===== src/rtl/apb2axi_pkg.sv =====
// Shared types and constants for the APB2AXI bridge: command directory entries,
// read-data FIFO entries and AXI response codes.
package apb2axi_pkg;

    localparam int AXI_ID_W   = 4;
    localparam int AXI_ADDR_W = 32;
    localparam int AXI_DATA_W = 32;
    localparam int TAG_NUM    = 1 << AXI_ID_W;
    localparam int OUTS_W     = $clog2(TAG_NUM + 1);

    localparam logic [1:0] AXI_RESP_OKAY   = 2'b00;
    localparam logic [1:0] AXI_RESP_EXOKAY = 2'b01;
    localparam logic [1:0] AXI_RESP_SLVERR = 2'b10;
    localparam logic [1:0] AXI_RESP_DECERR = 2'b11;

    typedef struct packed {
        logic [AXI_ID_W-1:0]   tag;
        logic [AXI_ADDR_W-1:0] addr;
        logic [3:0]            len;
        logic [2:0]            size;
    } directory_entry_t;

    typedef struct packed {
        logic [AXI_ID_W-1:0]   tag;
        logic [AXI_DATA_W-1:0] data;
        logic [1:0]            resp;
        logic                  last;
        logic                  err;
    } rd_entry_t;

    localparam int CMD_ENTRY_W = $bits(directory_entry_t);
    localparam int RD_ENTRY_W  = $bits(rd_entry_t);

endpackage


===== src/rtl/apb2axi_rd_tag_tracker.sv =====
// Per-tag read burst state: active flag, remaining beats and sticky error.
// Set and beat update are always on different tags because a set needs the tag idle and a beat needs it active.
module apb2axi_rd_tag_tracker
    import apb2axi_pkg::*;
(
    input  logic                clk,
    input  logic                rst,
    input  logic                set_en,
    input  logic [AXI_ID_W-1:0] set_tag,
    input  logic [3:0]          set_len,
    input  logic                beat_en,
    input  logic [AXI_ID_W-1:0] beat_tag,
    input  logic                beat_bad,
    input  logic                beat_last,
    output logic [TAG_NUM-1:0]  active,
    output logic                beat_hit,
    output logic                beat_err,
    output logic                beat_mismatch,
    output logic [OUTS_W-1:0]   outstanding
);

    logic [7:0]         beats_left [TAG_NUM];
    logic [TAG_NUM-1:0] err_sticky;
    logic               final_beat;
    logic               retire;

    assign beat_hit      = beat_en & active[beat_tag];
    assign final_beat    = (beats_left[beat_tag] == 8'd1);
    assign retire        = beat_hit & (beat_last | final_beat);
    assign beat_err      = err_sticky[beat_tag] | beat_bad;
    assign beat_mismatch = beat_hit & (beat_last != final_beat);

    always_ff @(posedge clk or posedge rst) begin
        if (rst) begin
            active     <= '0;
            err_sticky <= '0;
            for (int i = 0; i < TAG_NUM; i++) beats_left[i] <= 8'd0;
        end else begin
            if (set_en) begin
                active[set_tag]     <= 1'b1;
                beats_left[set_tag] <= {4'd0, set_len} + 8'd1;
                err_sticky[set_tag] <= 1'b0;
            end
            if (beat_hit) begin
                beats_left[beat_tag] <= beats_left[beat_tag] - 8'd1;
                err_sticky[beat_tag] <= beat_err;
                if (retire) active[beat_tag] <= 1'b0;
            end
        end
    end

    always_comb begin
        outstanding = '0;
        for (int i = 0; i < TAG_NUM; i++) outstanding = outstanding + OUTS_W'(active[i]);
    end

endmodule


===== src/rtl/apb2axi_read_builder.sv =====
// AXI3 read initiator: pops tagged read commands into AR bursts and returns tagged R beats
// to the read-data FIFO through a single-entry output register.
module apb2axi_read_builder
    import apb2axi_pkg::*;
(
    input  logic                   aclk,
    input  logic                   areset,
    output logic [AXI_ID_W-1:0]    arid,
    output logic [AXI_ADDR_W-1:0]  araddr,
    output logic [3:0]             arlen,
    output logic [2:0]             arsize,
    output logic [1:0]             arburst,
    output logic                   arlock,
    output logic [3:0]             arcache,
    output logic [2:0]             arprot,
    output logic                   arvalid,
    input  logic                   arready,
    input  logic [AXI_ID_W-1:0]    rid,
    input  logic [AXI_DATA_W-1:0]  rdata,
    input  logic [1:0]             rresp,
    input  logic                   rlast,
    input  logic                   rvalid,
    output logic                   rready,
    input  logic                   rd_pop_vld,
    output logic                   rd_pop_rdy,
    input  logic [CMD_ENTRY_W-1:0] rd_pop_data,
    output logic                   rdf_push_vld,
    input  logic                   rdf_push_rdy,
    output logic [RD_ENTRY_W-1:0]  rdf_push_data,
    output logic                   err_unexp_id,
    output logic                   err_last_mismatch,
    output logic [OUTS_W-1:0]      rd_outstanding
);

    directory_entry_t   cmd;
    rd_entry_t          push_q;
    logic [TAG_NUM-1:0] active;
    logic               pop;
    logic               r_acc;
    logic               beat_hit;
    logic               beat_err;
    logic               beat_mismatch;

    assign cmd     = rd_pop_data;
    assign arburst = 2'b01;
    assign arlock  = 1'b0;
    assign arcache = 4'b0011;
    assign arprot  = 3'b000;

    // The head stalls while its tag is in flight; later commands never overtake it.
    assign rd_pop_rdy = (!arvalid | arready) & !active[cmd.tag] & !areset;
    assign pop        = rd_pop_vld & rd_pop_rdy;
    assign rready     = (!rdf_push_vld | rdf_push_rdy) & !areset;
    assign r_acc      = rvalid & rready;

    apb2axi_rd_tag_tracker u_tracker (
        .clk           (aclk),
        .rst           (areset),
        .set_en        (pop),
        .set_tag       (cmd.tag),
        .set_len       (cmd.len),
        .beat_en       (r_acc),
        .beat_tag      (rid),
        .beat_bad      (rresp != AXI_RESP_OKAY),
        .beat_last     (rlast),
        .active        (active),
        .beat_hit      (beat_hit),
        .beat_err      (beat_err),
        .beat_mismatch (beat_mismatch),
        .outstanding   (rd_outstanding)
    );

    always_ff @(posedge aclk or posedge areset) begin
        if (areset) begin
            arvalid <= 1'b0;
            arid    <= '0;
            araddr  <= '0;
            arlen   <= '0;
            arsize  <= '0;
        end else if (pop) begin
            arvalid <= 1'b1;
            arid    <= cmd.tag;
            araddr  <= cmd.addr;
            arlen   <= cmd.len;
            arsize  <= cmd.size;
        end else if (arready) begin
            arvalid <= 1'b0;
        end
    end

    always_ff @(posedge aclk or posedge areset) begin
        if (areset) begin
            rdf_push_vld      <= 1'b0;
            push_q            <= '0;
            err_unexp_id      <= 1'b0;
            err_last_mismatch <= 1'b0;
        end else begin
            err_unexp_id      <= r_acc & !beat_hit;
            err_last_mismatch <= beat_mismatch;
            if (beat_hit) begin
                rdf_push_vld <= 1'b1;
                push_q       <= '{tag: rid, data: rdata, resp: rresp, last: rlast, err: beat_err};
            end else if (rdf_push_rdy) begin
                rdf_push_vld <= 1'b0;
            end
        end
    end

    assign rdf_push_data = push_q;

endmodule


===== config.mk =====
export PLATFORM = sky130hd
export DESIGN_NAME = apb2axi_read_builder
export DESIGN_NICKNAME = d
export VERILOG_FILES = /design/src/rtl/apb2axi_pkg.sv /design/src/rtl/apb2axi_rd_tag_tracker.sv /design/src/rtl/apb2axi_read_builder.sv
export SDC_FILE = /design/constraint.sdc
export NUM_CORES = 1
export LEC_CHECK = 0
export BUFFER_PORTS_ARGS = -buffer_cell sky130_fd_sc_hd__buf_2
export CORE_MARGIN = 1
export CORE_UTILIZATION = 37
export DETAILED_ROUTE_END_ITERATION = 12
export HOLD_SLACK_MARGIN = 0.05
export SLEW_MARGIN = 20
export SYNTH_ARGS = -nofsm -noshare
export SYNTH_HDL_FRONTEND = slang
export SYNTH_HIERARCHICAL = 1
export SYNTH_SLANG_ARGS = --single-unit

===== constraint.sdc =====
create_clock -name aclk -period 7.48 [get_ports aclk]
set_clock_uncertainty 0.2 [all_clocks]
set_input_delay 1.122 -clock aclk [delete_from_list [all_inputs] [get_ports aclk]]
set_output_delay 1.122 -clock aclk [all_outputs]
set_load 0.01 [all_outputs]

==> results.md, run 1 <==
- Total clock sinks: about 250
- GRT Util Overall: 20.6%
- Detailed Place HPWL: between 20 and 25 mm
- Core box area: 34,700 sq um
- Routed wire length: 37.5 mm
- Multi-input gate area: 6180 sq um
- WL per Instance: 21.4 um
- Clock network power share: 23.7%
- Initial antenna violation count: 0
- Most used cell, CP: fa_1
- Crit path capture type: output pin
- Worst Tran Pin Value: 1100 ps
- Worst Hold Class: reg2reg
- Post-synth cell types: 63
- CTS root buf: clkbuf_16
- P&R area growth vs syn: 14.1%
- Max-slew headroom: 26.5%
- Net Switching: roughly 2000 uW
- Fmax: 185 MHz
- Seq pwr share: 36.6%
- Smallest hold slack: 278 ps
- Post-CTS setup buffer count: 0
- Critical path, cell by cell: fa_1 > inv_1 > fa_1 > inv_1 > fa_1 > inv_1 > fa_1 > inv_1 > ha_1 > fa_1 > a21oi_1 > nor2b_1 > buf_2
- Clock transition at path regs: ~60 ps
- Non-filler instance count after layout: 1,753
- Critical path data required time: 6160 ps
- Resized Gates After CTS: 0
- RSZ-0062 raised after global routing: no
- Max VDD drop: roughly 0.27 mV
- Leakage: 0.00651 uW
- GP Congestion: roughly 0.84
- Final min period: 5400 ps
- Power density cells: 371 nW/um^2
- Switch share: 35.4%
- CTS max path bufs: 3
- Crit path launch type: flop
- Hold buffer count at CTS: 0
- Post-synthesis cell count: 1,161
- Crit path DAT: 4080 ps
- Crit path buf inv count: 5
- Final ANT Viol Nets: 0
- Via count of the first global-routing pass: ~9,800
- #FFs+latches synth: about 250
- Initial Util: 37.8%
- Status: completed
- Largest net degree at the start of global routing: 100
- Slew Limit Fails: 0
- P_int: 3590 uW
- TritonCTS Buffers: 27
- Residual DRC count: 0
- CP top delay family: adder cells
- Share of cells above drive strength 1: 30.2%
- Cell Rows: 68
- Max Fanout on Critical Path: 4
- Post-DP Area: around 14,000 sq um
- Mean Syn Cell Area: 11.3 sq um
- Setup CP Type: reg2out
- Inst Count DP: 1,707
- Slowest cell on crit path: fa_1
- Post-synthesis sequential area ratio: 47.1%
- Top FF cell, synth: dfrtp_1
- Final setup margin: just over 2000 ps
- I/O Buffers: 181
- Max incr delay on CP: 560 ps
- CTS tree: yes
- Via count: 10,100
- Hold Vio Cnt, Final: 0
- Worst-Skew Late Latency: 530 ps
- Final period util: 72.3%
- DIE WIDTH: 190 um
- Die H: 190 um
- FILL cells: 3,280
- Max_cap viols: 0
- # IOs: around 190
- H-tree levels: 1
- First-pass iteration count of the detailed router: 5
- Post-synth ARST share: 100%
- Sequential Area: 6180 sq um
- Synth warnings: 6
- EDFF count, synth: 0
- Finish-stage setup viols: 0
- Die area: 36,200 sq um
- Final TNS setup: 0 ps
- First-pass GRT wire length: 58.3 mm
- Combinational power share: 39.7%
- Nets: approximately 1,400
- Dpl ws: 2440 ps
- Initial DRC count: 934
- Via density: approximately 5.7
- Post-Layout Inst Area: 15,000 sq um
- Synthesized area: ~13,000 sq um
- Total grt overflow: 0
-- power groups by stage --
stage,Sequential [uW],Combinational (uW),Clock [uW]
final,2030,2210,1310
after CTS,2030,2210,1340
after detailed placement,2050,2200,0
after global routing,2090,2440,1410
after global placement,2030,2160,0
after floorplan,2070,1510,0
-- synthesized netlist by cell type (17+ instances only) --
| cell | instances | area (sq um) |
|---|---|---|
| a211oi_1 | 30 | 225 |
| a311o_1 | 30 | 300 |
| buf_2 | 43 | 215 |
| dfrtp_1 | 247 | 6180 |
| o211ai_1 | 50 | 375 |
| mux2_4 | 38 | 571 |
| mux4_2 | 34 | 766 |
| clkbuf_1 | 38 | 143 |
| nand3_1 | 44 | 220 |
| o21ai_0 | 87 | 435 |
| mux2_2 | 45 | 507 |
| nand2_1 | 146 | 548 |
| inv_1 | 31 | 116 |
| nor4_1 | 17 | 106 |
| nor2_1 | 37 | 139 |
| o21ai_1 | 25 | 125 |
-- metal layers --
| layer | GRT usage, % | vias up | part of all wire [%] |
|---|---|---|---|
| met3 | 3.68 | 73 | 8.6 |
| met2 | 34.3 | 486 | 47 |
| met4 | 7.20 | 0 | 2.9 |
| met5 | 0 | - | 0 |
| met1 | 26.9 | 4996 | 41 |
| li1 | - | 4512 | - |
-- final timing paths --
path / end / cells after the start / slack (ps) / startpoint
min: arid[3] / 1 / 280 / arid[3]
min reg2reg: arid[3] / 1 / 280 / arid[3]
max: rd_outstanding[4] / 13 / 2080 / u_tracker/active[11]
max in group asynchronous: u_tracker/beats_left[84] / 3 / 5060 / areset
min in group asynchronous: araddr[27] / 2 / 560 / areset
max reg2reg: u_tracker/beats_left[8] / 11 / 4050 / u_tracker/active[13]
-- per-stage QoR --
stage	power, uW	util, %
after floorplan	3590	-
after global placement	4190	40.6
after detailed placement	4250	40.6
after CTS	5580	43.1
after global routing	5940	43.1
final	5550	43.1
-- flip-flops by register name, summed over array words and instances, names as in the netlist --
name / flops
arvalid: 1
arsize: 3
rdf_push_vld: 1
arid: 4
arlen: 4
rdf_push_data: 40
u_tracker/active: 16
u_tracker/err_sticky: 16
err_last_mismatch: 1
araddr: 32
err_unexp_id: 1
u_tracker/beats_left: 128
-- cell usage in the layout, fill, tap and decap left out, types with 30 or more instances in the layout --
master,n
a211oi_1,30
a311o_1,30
buf_2,181
dfrtp_1,247
mux2_2,45
mux2_4,38
mux4_2,34
nand2_1,146
nand3_1,44
nor2_1,37
o211ai_1,50
o21ai_0,87
-- cell families after synthesis --
kind of cell | share of synthesized area (%)
adders and majority gates | 2.38
and+or+nand+nor | 12.7
DFF | 47.1
buffers and inverters | 6.19
muxes | 16.6
AOI/OAI and AO/OA | 14.4
xor gates and xnor gates | 0.534
other | 0.0572
-- area by class of cell --
| type | instances | area share (%) |
|---|---|---|
| multi-input combinational | 774 | 41.3 |
| sequential | 247 | 41.3 |
| timing repair buffer | 200 | 7.00 |
| clock buffer | 38 | 5.25 |
| tap | 455 | 3.80 |
| inverter | 31 | 0.819 |
| clock inverter | 7 | 0.568 |
| antenna | 1 | 0.0167 |
Note: power is estimated with default switching activity, not from simulation.
==> run 2: changes to the inputs <==
==> constraint.sdc (replaced) <==
create_clock -name aclk -period 4.65 [get_ports aclk]
set_clock_uncertainty 0.2 [all_clocks]
set_input_delay 0.6975 -clock aclk [delete_from_list [all_inputs] [get_ports aclk]]
set_output_delay 0.6975 -clock aclk [all_outputs]
set_load 0.01 [all_outputs]
==> run 2 against run 1 <==
  * The run now ends with setup timing left
  * Global-route usage down 0.26 points
  * Setup slack worse by 2300 ps
  * Core utilization up 1.3 points
  * Via count down 0.47%
  * Power up 70%
  * Cell count up 2.5%
  * Largest power group unchanged
==> results.md, run 2 (same netlist as run 1, synthesis figures left out) <==
- Status: complete, but fails checks
- Failing checks: setup timing
- Crit path launch type: flop
- Max-slew headroom: 31.6% (+5.1 points)
- Fmax: 206 MHz
- Routed wire length: 37.0 mm (-1.2%)
- Final period util: 104%
- Total grt overflow: 0 (unchanged)
- Crit path capture type: output pin
- Critical path, cell by cell: fa_1 > inv_1 > fa_1 > inv_2 > fa_1 > inv_1 > fa_1 > inv_2 > ha_4 > fa_2 > a21oi_2 > nor2b_1 > buf_2
- Cell Rows: 68 (unchanged)
- I/O Buffers: 181 (unchanged)
- Nets: 1,426 (+2.7%)
- Largest net degree at the start of global routing: 161 (+61%)
- Largest reg by FF count: u_tracker/beats_left
- Non-filler instance count after layout: 1,796 (+2.5%)
- Clock transition at path regs: 60 ps (about the same)
- First-pass iteration count of the detailed router: 5 (unchanged)
- Smallest hold slack: 175 ps (-103 ps)
- Via density: 5.58 (-2.8%)
- Max VDD drop: 0.499 mV (+82%)
- Final ANT Viol Nets: 0 (unchanged)
- Slowest cell on crit path: fa_1
- Final min period: 4850 ps
- Most frequent cells in the layout: 247 x dfrtp_1, 180 x buf_2, 146 x nand2_1, 87 x o21ai_0, 52 x buf_4
- Initial antenna violation count: 0 (unchanged)
- Die H: 190 um (unchanged)
- Final core utilization: 44.4% (+1.3 points)
- TritonCTS Buffers: 28 (+3.7%)
- CP top delay family: adder cells
- CTS root buf: clkbuf_16
- Max incr delay on CP: 550 ps (about the same)
- Initial Util: 37.8% (unchanged)
- # IOs: 192 (unchanged)
- Slew Limit Fails: 0 (unchanged)
- GRT Util Overall: 20.4% (-0.26 points)
- Crit path buf inv count: 5 (unchanged)
- Critical path data required time: 3750 ps (-2410 ps)
- Leakage: 0.00673 uW (+3.4%)
- Residual DRC count: 0 (unchanged)
- Max FFs per register: 128 (unchanged)
- Power density cells: 612 nW/um^2 (+65%)
- Via count of the first global-routing pass: 9,826 (+0.20%)
- P&R area growth vs syn: 17.6%
- FILL cells: 3,201 (-2.4%)
- Inst Count DP: 1,739 (+1.9%)
- Final setup margin: -202 ps (-2280 ps)
- Post-DP Area: 14,400 sq um (+1.9%)
- Max Fanout on Critical Path: 2 (-2)
- CTS max path bufs: 3 (unchanged)
- Core box area: 34,700 sq um (unchanged)
- Post-Layout Inst Area: 15,400 sq um (+3.0%)
- Via count: 10,000 (-0.47%)
- Setup CP Type: reg2out
- First-pass GRT wire length: 57.3 mm (-1.6%)
- Worst Tran Pin Value: 1030 ps (-72.2 ps)
- Total clock sinks: 247 (unchanged)
- Most common cell after layout, fill and taps aside: dfrtp_1
- Worst Hold Class: in2reg
- Worst-Skew Late Latency: 550 ps (+20 ps)
- Die area: 36,200 sq um (unchanged)
- Share of cells above drive strength 1: 33.1% (+2.9 points)
- Antenna diodes: 0 (-1)
- Finish-stage setup viols: 4 (+4)
- WL per Instance: 20.6 um (-3.5%)
- DIE WIDTH: 190 um (unchanged)
- RSZ-0062 raised after global routing: yes
- CTS tree: yes
- Most used cell, CP: fa_1
- Max_cap viols: 0 (unchanged)
- Detailed Place HPWL: 24.8 mm (+1.2%)
- Crit path DAT: 3950 ps (-130 ps)
- Hold Vio Cnt, Final: 0 (unchanged)
- GP Congestion: 0.836 (about the same)
- Dpl ws: 244 ps (-2200 ps)
- H-tree levels: 1 (unchanged)
- Initial DRC count: 840 (-10%)
[run 2: cell count changes in the layout (fill, tap and decap cells not counted), moves of 3 or more]
cell        before  now
inv_1           29   23
inv_2            0    6
buf_12           0    3
clkinvlp_4       0    3
buf_4           19   52
[run 2: routing by layer]
metal / up-vias / GRT usage [%] / share of wire, %
met5: - / 0 / 0
met4: 0 / 7.11 / 3.1
met3: 70 / 2.96 / 7.3
met2: 436 / 32.9 / 46
met1: 4936 / 27.9 / 43
li1: 4578 / - / -
[run 2: cell type report]
cell class | instances | area (sq um) | share of cell area [%]
clock buffers | 38 | 798 | 5.17
clock inverters | 14 | 188 | 1.22
well taps | 455 | 569 | 3.69
flip-flops and latches | 247 | 6180 | 40.1
inverters | 31 | 124 | 0.803
multi-input cells | 774 | 6190 | 40.2
repair buffers | 237 | 1370 | 8.90
[run 2: repair_timing]
action	in CTS	in global routing
hold endpoints to repair	8	0
pin swaps	7	4
setup endpoints to repair	4	4
hold buffers	1	0
setup buffers	4	0
gates resized for setup	12	1
[run 2: final timing paths]
kind	slack (ps)	end	startpoint	depth (start not counted)
worst max-delay path	-200	rd_outstanding[4]	u_tracker/active[11]	13
worst min-delay path	180	araddr[31]	rd_pop_data[38]	2
worst max register to register	1240	u_tracker/beats_left[8]	u_tracker/active[13]	12
worst min register to register	290	arid[3]	arid[3]	1
max in group asynchronous	2490	rdf_push_data[10]	areset	4
min in group asynchronous	550	araddr[26]	areset	3
[run 2: stage by stage]
| step | TNS [ps] | total power, uW |
|---|---|---|
| after floorplan | 0 | 5770 |
| after global placement | 0 | 6830 |
| after detailed placement | 0 | 6900 |
| after CTS | -881 | 9520 |
| after global routing | -1310 | 10100 |
| final | -717 | 9440 |
[run 2: where the power goes]
| part | switching [uW] | total [uW] | internal [uW] |
|---|---|---|---|
| combinational | 2040 | 3880 | 1840 |
| clock | 891 | 2310 | 1420 |
| sequential | 383 | 3250 | 2870 |
